**src/rtl/uart_frame_parser_if.sv**
```systemverilog
// ---------------------------------------------------------------------------
// uart_frame_parser_if
//   Bundles the byte-receiver strobe, the payload valid/ready stream and the
//   frame status signals between the frame parser and its environment.
//
//   master : the parser side (consumes rx strobes, drives stream and status)
//   slave  : the environment side (UART receiver plus application consumer)
//
//   i_rxFlag    one-cycle strobe, i_rxByte holds a new byte
//   i_rxByte    received byte
//   o_data      payload byte offered downstream
//   o_dataValid o_data is valid
//   i_dataReady downstream accepts o_data this cycle
//   o_frameOk   one-cycle pulse, checksum matched
//   o_frameErr  one-cycle pulse, cause in o_errCode
//   o_errCode   00 overrun, 01 bad length, 10 checksum, 11 timeout
//   o_busy      parser is not idle
// ---------------------------------------------------------------------------
interface uart_frame_parser_if;
  logic       i_rxFlag;
  logic [7:0] i_rxByte;
  logic [7:0] o_data;
  logic       o_dataValid;
  logic       i_dataReady;
  logic       o_frameOk;
  logic       o_frameErr;
  logic [1:0] o_errCode;
  logic       o_busy;

  modport master (
    input  i_rxFlag, i_rxByte, i_dataReady,
    output o_data, o_dataValid, o_frameOk, o_frameErr, o_errCode, o_busy
  );

  modport slave (
    output i_rxFlag, i_rxByte, i_dataReady,
    input  o_data, o_dataValid, o_frameOk, o_frameErr, o_errCode, o_busy
  );
endinterface

```
**src/rtl/uart_frame_parser.sv**
```systemverilog
// ---------------------------------------------------------------------------
// uart_frame_parser
//   Assembles UART bytes into frames: SYNC, LEN, LEN payload bytes, CSUM
//   where CSUM = (LEN + sum(payload)) mod 256. Payload is buffered and only
//   released over the valid/ready stream once the checksum has matched.
//   An inter-byte timeout aborts truncated frames.
//
//   i_clk   : system clock
//   i_rst_n : asynchronous active-low reset
//   bus     : uart_frame_parser_if.master (rx strobe/byte, payload stream,
//             frame status pulses, error code, busy)
// ---------------------------------------------------------------------------
module uart_frame_parser #(
  parameter int         MAX_PAYLOAD  = 16,
  parameter logic [7:0] SYNC_BYTE    = 8'hA5,
  parameter int         TIMEOUT_CLKS = 25000
) (
  input  logic                  i_clk,
  input  logic                  i_rst_n,
  uart_frame_parser_if.master   bus
);

  localparam int AW = (MAX_PAYLOAD > 1) ? $clog2(MAX_PAYLOAD) : 1;
  localparam int TW = (TIMEOUT_CLKS > 2) ? $clog2(TIMEOUT_CLKS) : 1;
  localparam logic [7:0]    MAX_LEN  = 8'(MAX_PAYLOAD);
  localparam logic [TW-1:0] TMO_LAST = TW'(TIMEOUT_CLKS - 1);

  localparam logic [1:0] ERR_OVERRUN = 2'b00;
  localparam logic [1:0] ERR_LEN     = 2'b01;
  localparam logic [1:0] ERR_CSUM    = 2'b10;
  localparam logic [1:0] ERR_TIMEOUT = 2'b11;

  typedef enum logic [2:0] {IDLE, LEN, PAYLOAD, CSUM, DRAIN} state_t;

  state_t        state_q;
  logic [7:0]    mem [MAX_PAYLOAD];
  logic [AW-1:0] wr_idx_q;
  logic [AW-1:0] rd_idx_q;
  logic [AW-1:0] rd_addr;
  logic [7:0]    len_q;
  logic [7:0]    acc_q;
  logic [7:0]    data_q;
  logic          valid_q;
  logic          ok_q;
  logic          err_q;
  logic [1:0]    code_q;
  logic [TW-1:0] tmo_q;
  logic          wr_en;
  logic          xfer;
  logic          last_wr;
  logic          last_rd;

  assign wr_en   = (state_q == PAYLOAD) && bus.i_rxFlag;
  assign xfer    = valid_q && bus.i_dataReady;
  assign last_wr = (8'(wr_idx_q) == len_q - 8'd1);
  assign last_rd = (8'(rd_idx_q) == len_q - 8'd1);

  // Single read port: the checksum cycle prefetches entry 0, draining
  // prefetches the entry after the one currently offered.
  always_comb begin
    rd_addr = rd_idx_q + 1'b1;
    if (state_q == CSUM) rd_addr = '0;
  end

  // Payload buffer carries no reset so it maps onto plain RAM.
  always_ff @(posedge i_clk) begin
    if (wr_en) mem[wr_idx_q] <= bus.i_rxByte;
  end

  always_ff @(posedge i_clk or negedge i_rst_n) begin
    if (!i_rst_n) begin
      state_q  <= IDLE;
      wr_idx_q <= '0;
      rd_idx_q <= '0;
      len_q    <= '0;
      acc_q    <= '0;
      data_q   <= '0;
      valid_q  <= 1'b0;
      ok_q     <= 1'b0;
      err_q    <= 1'b0;
      code_q   <= ERR_OVERRUN;
      tmo_q    <= '0;
    end else begin
      ok_q  <= 1'b0;
      err_q <= 1'b0;
      case (state_q)
        IDLE: begin
          tmo_q <= '0;
          if (bus.i_rxFlag && bus.i_rxByte == SYNC_BYTE) state_q <= LEN;
        end

        LEN, PAYLOAD, CSUM: begin
          // A strobe always beats an expiring timeout in the same cycle.
          if (bus.i_rxFlag) begin
            tmo_q <= '0;
            case (state_q)
              LEN: begin
                if (bus.i_rxByte == 8'd0 || bus.i_rxByte > MAX_LEN) begin
                  err_q   <= 1'b1;
                  code_q  <= ERR_LEN;
                  state_q <= IDLE;
                end else begin
                  len_q    <= bus.i_rxByte;
                  acc_q    <= bus.i_rxByte;
                  wr_idx_q <= '0;
                  state_q  <= PAYLOAD;
                end
              end
              PAYLOAD: begin
                acc_q    <= acc_q + bus.i_rxByte;
                wr_idx_q <= wr_idx_q + 1'b1;
                if (last_wr) state_q <= CSUM;
              end
              default: begin
                if (bus.i_rxByte == acc_q) begin
                  ok_q     <= 1'b1;
                  valid_q  <= 1'b1;
                  data_q   <= mem[rd_addr];
                  rd_idx_q <= '0;
                  state_q  <= DRAIN;
                end else begin
                  err_q   <= 1'b1;
                  code_q  <= ERR_CSUM;
                  state_q <= IDLE;
                end
              end
            endcase
          end else if (tmo_q == TMO_LAST) begin
            tmo_q   <= '0;
            err_q   <= 1'b1;
            code_q  <= ERR_TIMEOUT;
            state_q <= IDLE;
          end else begin
            tmo_q <= tmo_q + 1'b1;
          end
        end

        DRAIN: begin
          // A byte arriving now is dropped unseen; draining is unaffected.
          if (bus.i_rxFlag) begin
            err_q  <= 1'b1;
            code_q <= ERR_OVERRUN;
          end
          if (xfer) begin
            if (last_rd) begin
              valid_q <= 1'b0;
              state_q <= IDLE;
            end else begin
              rd_idx_q <= rd_idx_q + 1'b1;
              data_q   <= mem[rd_addr];
            end
          end
        end

        default: state_q <= IDLE;
      endcase
    end
  end

  assign bus.o_data      = data_q;
  assign bus.o_dataValid = valid_q;
  assign bus.o_frameOk   = ok_q;
  assign bus.o_frameErr  = err_q;
  assign bus.o_errCode   = code_q;
  assign bus.o_busy      = (state_q != IDLE);

endmodule
```
**src/flat_wrapper.sv**
```systemverilog
// flat-port wrapper written by rule: the top's interface ports become plain ports
module uart_frame_parser_flat 
#(
  parameter int         MAX_PAYLOAD  = 16,
  parameter logic [7:0] SYNC_BYTE    = 8'hA5,
  parameter int         TIMEOUT_CLKS = 25000
)
  (i_clk, i_rst_n, bus_i_rxFlag, bus_i_rxByte, bus_i_dataReady, bus_o_data, bus_o_dataValid, bus_o_frameOk, bus_o_frameErr, bus_o_errCode, bus_o_busy);
  uart_frame_parser_if bus_i ();
  input  logic i_clk;
  input  logic i_rst_n;
  input wire logic [$bits(bus_i.i_rxFlag)-1:0] bus_i_rxFlag;
  input wire logic [$bits(bus_i.i_rxByte)-1:0] bus_i_rxByte;
  input wire logic [$bits(bus_i.i_dataReady)-1:0] bus_i_dataReady;
  output wire logic [$bits(bus_i.o_data)-1:0] bus_o_data;
  output wire logic [$bits(bus_i.o_dataValid)-1:0] bus_o_dataValid;
  output wire logic [$bits(bus_i.o_frameOk)-1:0] bus_o_frameOk;
  output wire logic [$bits(bus_i.o_frameErr)-1:0] bus_o_frameErr;
  output wire logic [$bits(bus_i.o_errCode)-1:0] bus_o_errCode;
  output wire logic [$bits(bus_i.o_busy)-1:0] bus_o_busy;
  assign bus_i.i_rxFlag = bus_i_rxFlag;
  assign bus_i.i_rxByte = bus_i_rxByte;
  assign bus_i.i_dataReady = bus_i_dataReady;
  assign bus_o_data = bus_i.o_data;
  assign bus_o_dataValid = bus_i.o_dataValid;
  assign bus_o_frameOk = bus_i.o_frameOk;
  assign bus_o_frameErr = bus_i.o_frameErr;
  assign bus_o_errCode = bus_i.o_errCode;
  assign bus_o_busy = bus_i.o_busy;
  uart_frame_parser #(.MAX_PAYLOAD(MAX_PAYLOAD), .SYNC_BYTE(SYNC_BYTE), .TIMEOUT_CLKS(TIMEOUT_CLKS)) u_core (.i_clk(i_clk), .i_rst_n(i_rst_n), .bus(bus_i));
endmodule
```
**config.mk**
```make
export PLATFORM = sky130hd
export DESIGN_NAME = uart_frame_parser_flat
export DESIGN_NICKNAME = d
export VERILOG_FILES = /design/src/rtl/uart_frame_parser_if.sv /design/src/rtl/uart_frame_parser.sv /design/src/flat_wrapper.sv
export SDC_FILE = /design/constraint.sdc
export NUM_CORES = 1
export LEC_CHECK = 0
export ABC_AREA = 1
export CAP_MARGIN = 10
export CORE_MARGIN = 2
export CORE_UTILIZATION = 60
export DETAILED_ROUTE_END_ITERATION = 8
export GPL_TIMING_DRIVEN = 1
export PLACE_DENSITY = 0.78
export SLEW_MARGIN = 15
export SYNTH_ARGS = -nofsm -noshare
export SYNTH_HDL_FRONTEND = slang
export SYNTH_SLANG_ARGS = --single-unit
```
**constraint.sdc**
```tcl
create_clock -name i_clk -period 2.5 [get_ports i_clk]
set_input_delay 0.375 -clock i_clk [delete_from_list [all_inputs] [get_ports i_clk]]
set_output_delay 0.375 -clock i_clk [all_outputs]
set_load 0.05 [all_outputs]
```
==> summary.log <==
[grt] vias in the first global route 6256
[floorplanning] count of pins on the block boundary 26
[run] number of maximum-capacitance constraint violations 0
[cells_and_area] final net count 946
[timing] number of hold violations in the final report 0
[power] power density normalized to cell area 835 nW/µm²
[power] static leakage 4.00 nW
[worst_setup_path] crit path max fanout 24
[power] worst IR drop on VDD 0.00101 V
[clock_network] latest clock arrival within the worst-skew pair 0.43 ns
[cells_and_area] leading cell type in the layout, fill and taps excluded sky130_fd_sc_hd__nand2_1
[timing] final setup violation count 0
[worst_setup_path] critical path data required time 2.87 ns
[yosys] cell count after synthesis 852
[yosys] mean cell area of the mapped netlist 10.0 µm²
[cells_and_area] non-filler instance count after layout 1112
[worst_setup_path] setup slack of the most critical reg-to-reg path 0.11 ns
[floorplanning] floorplan die area 15200 µm²
[grt] gr ovfl total 0
[placement] dpl hpwl 13800 µm
[clock_network] clk sink count 183
[timing] Worst Clk Skew 0.00913 ns
[cells_and_area] ratio of cells with drive above 1 in the final layout 0.115
[clock_network] Clock transition at path regs 0.07 ns
[timing] final period utilization 0.958
[timing] minimum period implied by the final worst setup slack 2.39 ns
[clock_network] root buf cell sky130_fd_sc_hd__clkbuf_16
[route] via count 6422
[grt] number of antenna violations at the first check in global routing 0
[placement] Port Buffers 25
[outcome] result of the run finished, final reports clean
[route] total detailed-routing wirelength 19900 µm
[cells_and_area] commonest non-fill, non-tap cells in the layout 182 x sky130_fd_sc_hd__nand2_1, 128 x sky130_fd_sc_hd__edfxtp_1, 101 x sky130_fd_sc_hd__inv_1
[cells_and_area] final antenna diode count 0
[yosys] synthesized area 8520 µm²
[worst_setup_path] startpoint kind of the worst setup timing path flip-flop
[timing] slew of the pin with the lowest slew margin 0.553 ns
[clock_network] TritonCTS clock tree built
[cells_and_area] Util after Layout 0.707
[yosys] post-synthesis sequential element count 183
[floorplanning] standard cell core area 13900 µm²
[timing] Slew Limit Fails 0
[yosys] net count after synthesis 879
[yosys] post-synthesis cell type count 39
[timing] setup repair after global routing missed its margin no
[route] number of nets still failing antenna checks after routing 0
[route] Residual DRC 0
[route] number of design-rule violations left by the first detailed-router iteration 735
[yosys] Synth warnings 0
[timing] Setup Total Neg Slack 0 ns
[floorplanning] number of core rows 43
[floorplanning] horizontal die dimension 123 µm
[cells_and_area] Area Growth Syn to Fin 15.2%
[placement] gp weighted congestion 0.888
[route] iteration count of the initial detailed-routing pass 6
[yosys] sequential element share of the synthesized area 0.613
[timing] Highest Clock Rate 0.418 GHz
[floorplanning] effective utilization at floorplan 0.614
[worst_setup_path] Crit Path Category reg -> reg
[grt] GRT Util Overall 0.282
[clock_network] maximum clock insertion buffer count 2
[min_path] Hold Crit Class in -> async
[clock_network] CTS H-tree depth 4
[clock_network] number of buffers created by CTS 17
[route] DR WL/cell 17.9 µm
[worst_setup_path] Worst Path Arrival 2.76 ns
[grt] first-pass GRT wire length 31600 µm
[placement] Post-Place Cells 1079
[floorplanning] Die Ht 123 µm
[worst_setup_path] CP endpoint kind flip-flop
[timing] Max-Slew Margin vs Limit 0.630
[route] Vias per Instance 5.78
[grt] largest net degree at the start of global routing 54
## cells in the mapped netlist
library cell               instances  area (µm²)
sky130_fd_sc_hd__fa_1              1        20.0
sky130_fd_sc_hd__a31oi_1           3        18.8
sky130_fd_sc_hd__nor2_2            1        6.26
sky130_fd_sc_hd__clkbuf_1          7        26.3
sky130_fd_sc_hd__ha_1             14         175
sky130_fd_sc_hd__or2_1             1        6.26
sky130_fd_sc_hd__nand3b_1          2        15.0
sky130_fd_sc_hd__o21ai_1          16        80.1
sky130_fd_sc_hd__nor2_4            1        11.3
sky130_fd_sc_hd__a22o_1            1        8.76
sky130_fd_sc_hd__o22ai_1           1        6.26
sky130_fd_sc_hd__nand2_4           1        11.3
sky130_fd_sc_hd__nand2_1         183         687
sky130_fd_sc_hd__buf_4             5        37.5
sky130_fd_sc_hd__or2_2             1        6.26
sky130_fd_sc_hd__buf_2            15        75.1
sky130_fd_sc_hd__nor3_2            2        20.0
sky130_fd_sc_hd__inv_1           101         379
sky130_fd_sc_hd__nand4_1           8        50.1
sky130_fd_sc_hd__nand3_1          87         435
sky130_fd_sc_hd__nor3_1            8        40.0
sky130_fd_sc_hd__edfxtp_1        128        3840
sky130_fd_sc_hd__nor3b_1           4        30.0
sky130_fd_sc_hd__or2_0             1        6.26
sky130_fd_sc_hd__a21oi_1          13        65.1
sky130_fd_sc_hd__o211ai_1         59         443
sky130_fd_sc_hd__xor2_1            6        52.6
sky130_fd_sc_hd__nor2_1           76         285
sky130_fd_sc_hd__nor2_8            1        20.0
sky130_fd_sc_hd__nand2_2           1        6.26
sky130_fd_sc_hd__buf_6             1        11.3
sky130_fd_sc_hd__xnor2_1           5        43.8
sky130_fd_sc_hd__inv_2            14        52.6
sky130_fd_sc_hd__nand3_2           2        20.0
sky130_fd_sc_hd__o31ai_1           2        15.0
sky130_fd_sc_hd__a41oi_1           1        8.76
sky130_fd_sc_hd__o21ai_0          23         115
sky130_fd_sc_hd__dfrtp_1          55        1380
sky130_fd_sc_hd__inv_4             1        6.26
## what timing repair did
action / 4_1_cts / 5_1_grt
hold buffers: 1 / 0
endpoints found under the setup margin: 1 / 0
setup buffers: 0 / 0
hold endpoints to repair: 17 / 0
resized for setup: 1 / 0
## through the flow
stage / hold slack (ns) / instance area (µm²) / setup slack (ns) / total power, W
after floorplan: 0.0794 / 8520 / 0.552 / 0.00504
after global placement: 0.314 / 9250 / -0.119 / 0.00558
after detailed placement: 0.333 / 9250 / -0.198 / 0.00566
after CTS: 0.397 / 9810 / 0.174 / 0.00821
after global routing: 0.458 / 9810 / 0.0180 / 0.00859
final: 0.403 / 9810 / 0.105 / 0.00819
## power by group
group          internal [W]  switching [W]
clock network       0.00147        0.00111
logic              0.000711        0.00121
registers           0.00347       0.000221
## area by class of cell
cell class	instances	area, µm²
sequential	183	5220
timing repair buffer	76	654
clock inverter	13	128
fill	1019	4070
multi-input combinational	525	2720
tap	180	225
inverter	116	438
clock buffer	19	433
## sequential cells by signal, indices dropped and copies added (netlist names)
signal and cells:
u_core.acc_q 8, u_core.bus.o_data 8, u_core.bus.o_dataValid 1, u_core.bus.o_errCode 2, u_core.bus.o_frameErr 1, u_core.bus.o_frameOk 1, u_core.len_q 8, u_core.mem 128
u_core.rd_idx_q 4, u_core.state_q 3, u_core.tmo_q 15, u_core.wr_idx_q 4
## critical path, stage by stage, from the launching register on
cell and delay, ns:
sky130_fd_sc_hd__dfrtp_1 0.66, sky130_fd_sc_hd__inv_4 0.12, sky130_fd_sc_hd__nand3_2 0.18, sky130_fd_sc_hd__nand2_1 0.18, sky130_fd_sc_hd__inv_2 0.41, sky130_fd_sc_hd__o211ai_1 0.22
sky130_fd_sc_hd__nand3_1 0.14, sky130_fd_sc_hd__nand3_1 0.13, sky130_fd_sc_hd__nand2_1 0.11, sky130_fd_sc_hd__nand2_1 0.07, sky130_fd_sc_hd__nand2_1 0.09
## metal layers
metal | global-route usage | part of all wire | up-vias
met5 | 0 | 0 | -
met4 | 0.132 | 0.035 | 0
met3 | 0.0484 | 0.069 | 52
met2 | 0.488 | 0.51 | 265
met1 | 0.346 | 0.38 | 3067
li1 | - | - | 3038
## kinds of logic (layout without fill, tap and decap cells)
logic type	Yosys count	after routing	synth area share
AOI/OAI and AO/OA	119	119	0.0893
xor gates and xnor gates	11	11	0.0113
buffers and inverters	144	224	0.0690
and+or+nand+nor	380	380	0.195
DFF	183	183	0.613
adders and majority gates	15	15	0.0229
## worst paths after layout
path / endpoint / cells after the start / startpoint
setup / recovery: u_core.bus.o_data[6] / 10 / u_core.state_q[2]
hold / removal: u_core.bus.o_data[4] / 2 / i_rst_n
setup reg to reg: u_core.bus.o_data[6] / 10 / u_core.state_q[2]
hold reg to reg: u_core.acc_q[4] / 2 / u_core.acc_q[4]
max in group asynchronous: u_core.tmo_q[2] / 3 / i_rst_n
min in group i_clk: u_core.acc_q[4] / 2 / u_core.acc_q[4]
Power figures use the tool's default switching activity.
==> RTL change (same flow settings) <==
Re-encode `state_t` (5 states) as one-hot, 5 bits wide.
--- a/src/rtl/uart_frame_parser.sv
+++ b/src/rtl/uart_frame_parser.sv
@@ -30,7 +30,7 @@
   localparam logic [1:0] ERR_CSUM    = 2'b10;
   localparam logic [1:0] ERR_TIMEOUT = 2'b11;
 
-  typedef enum logic [2:0] {IDLE, LEN, PAYLOAD, CSUM, DRAIN} state_t;
+  typedef enum logic [4:0] {IDLE = 5'b00001, LEN = 5'b00010, PAYLOAD = 5'b00100, CSUM = 5'b01000, DRAIN = 5'b10000} state_t;
 
   state_t        state_q;
   logic [7:0]    mem [MAX_PAYLOAD];
Behaviour: same outputs for any inputs over 4 cycles, from zero or initial values and one cycle with i_rst_n low; so few cycles prove little.
==> RTL change against the unedited design <==
  * Total power is 6.3% lower
  * Largest power group unchanged
  * Final area is 5.8% higher
  * Worst setup slack better by 0.18 ns
  * Non-clock buffer count is 2 lower
  * Area after synthesis is 7.5% higher
  * Clock power is 4% lower
  * Routed wire length is 1.8% higher
  * Sequential cell count is 2 higher
  * Sequential power is 2% lower
==> RTL change: results (changes against the unedited design) <==
outcome completed; clock buffer count 18 (-1); Non-clock buffer share 6.41% (-0.26 points); wirelength, routed 20,300 um (+1.8%); routed len/inst 16.6 um (-7.6%); Worst Skew 0.00789 ns (-0.00124 ns); P_leak 4.48 nW (+12%); number of non-clock buffers 74 (-2.6%); Synth Area in Compound Gates 3.18% (-5.7 points); Final Util 69.1% (-1.6 points); Seq/total area 50.7% (-2.4 points); CP peak stage delay 0.56 ns (-0.10 ns); GRT Util Overall 26.2% (-2.0 points); DRT Pass-1 Iters 5 (-1); vias per cell 5.60 (-3.1%); crit-path max FO 43 (+79%); seq_cells 185 (+1.1%); Clock power frac 32.1% (+0.6 points); top cells by count, synth nand2_1 (200), nand3_1 (158), edfxtp_1 (128), inv_1 (104), nor2_1 (90); first-pass GRT wire length 32,800 um (+3.8%); Inverters 113 (-2.6%); CP arrival 2.54 ns (-0.22 ns); Seq power 0.00361 W (-2%); CP startpoint u_core.state_q[0]; Placer Congestion 0.874 (-1.5%); xor and xnor area share after synthesis 1.24% (+0.11 points); Placed Area 9850 sq um (+6.6%); post-CTS sizing 0 (-1); Yosys cell types 41 (+5.1%); ClkCell Share 5.13% (-0.58 points); Worst Max-Slew Pin Slew 0.783 ns (+0.230 ns); Slowest-stage cell, CP dfstp_2; multi-input combinational area share 31.4% (+3.7 points); Fill cells 1,119 (+9.8%); nets 1,052 (+11%); share of layout cells above drive strength 1 12.2% (+0.67 points); area of the multi-input gates 3260 sq um (+20%); Multi-In Gates 634 (+21%); reg2reg path depth 11 (+1); Synth Area in Adders 2.13% (-0.16 points); Synthesized Nets 996 (+13%); DP Cell Count 1,194 (+11%); post-synthesis sequential area ratio 57.6% (-3.7 points); Max VDD drop 804 uV (-20%); vias in the first global route 6,547 (+4.7%); Psw 0.00231 W (-9.0%)
RTL change: changes by cell type after synthesis, moves of 5 or more:
cell      delta
o21ai_0      -5
nor2_1      +14
or2_2       +16
nand3_1     +71
nand2_1     +17
o21ai_1     -16
o211ai_1    -57
nand3b_1    +47
a21oi_1      +9
inv_2        -7
nand2_2      +5
RTL change: metal layers:
layer  global-route usage (%)  vias to the layer above  wire (um)
li1                         -                     3345          -
met1                     35.1                     3246       8820
met2                     42.8                      225       9770
met3                     4.69                       39       1130
met4                     11.0                        0        564
met5                        0                        -          0
RTL change: how the worst min path moves through the flow:
| stage | to | slack (ns) |
|---|---|---|
| after floorplan | u_core.acc_q[0] | 0.08 |
| after global placement | u_core.bus.o_errCode[0] | 0.46 |
| after detailed placement | u_core.bus.o_errCode[0] | 0.47 |
| after CTS | u_core.bus.o_data[5] | 0.04 |
| after global routing | u_core.bus.o_data[3] | 0.07 |
| final | u_core.bus.o_data[2] | 0.02 |
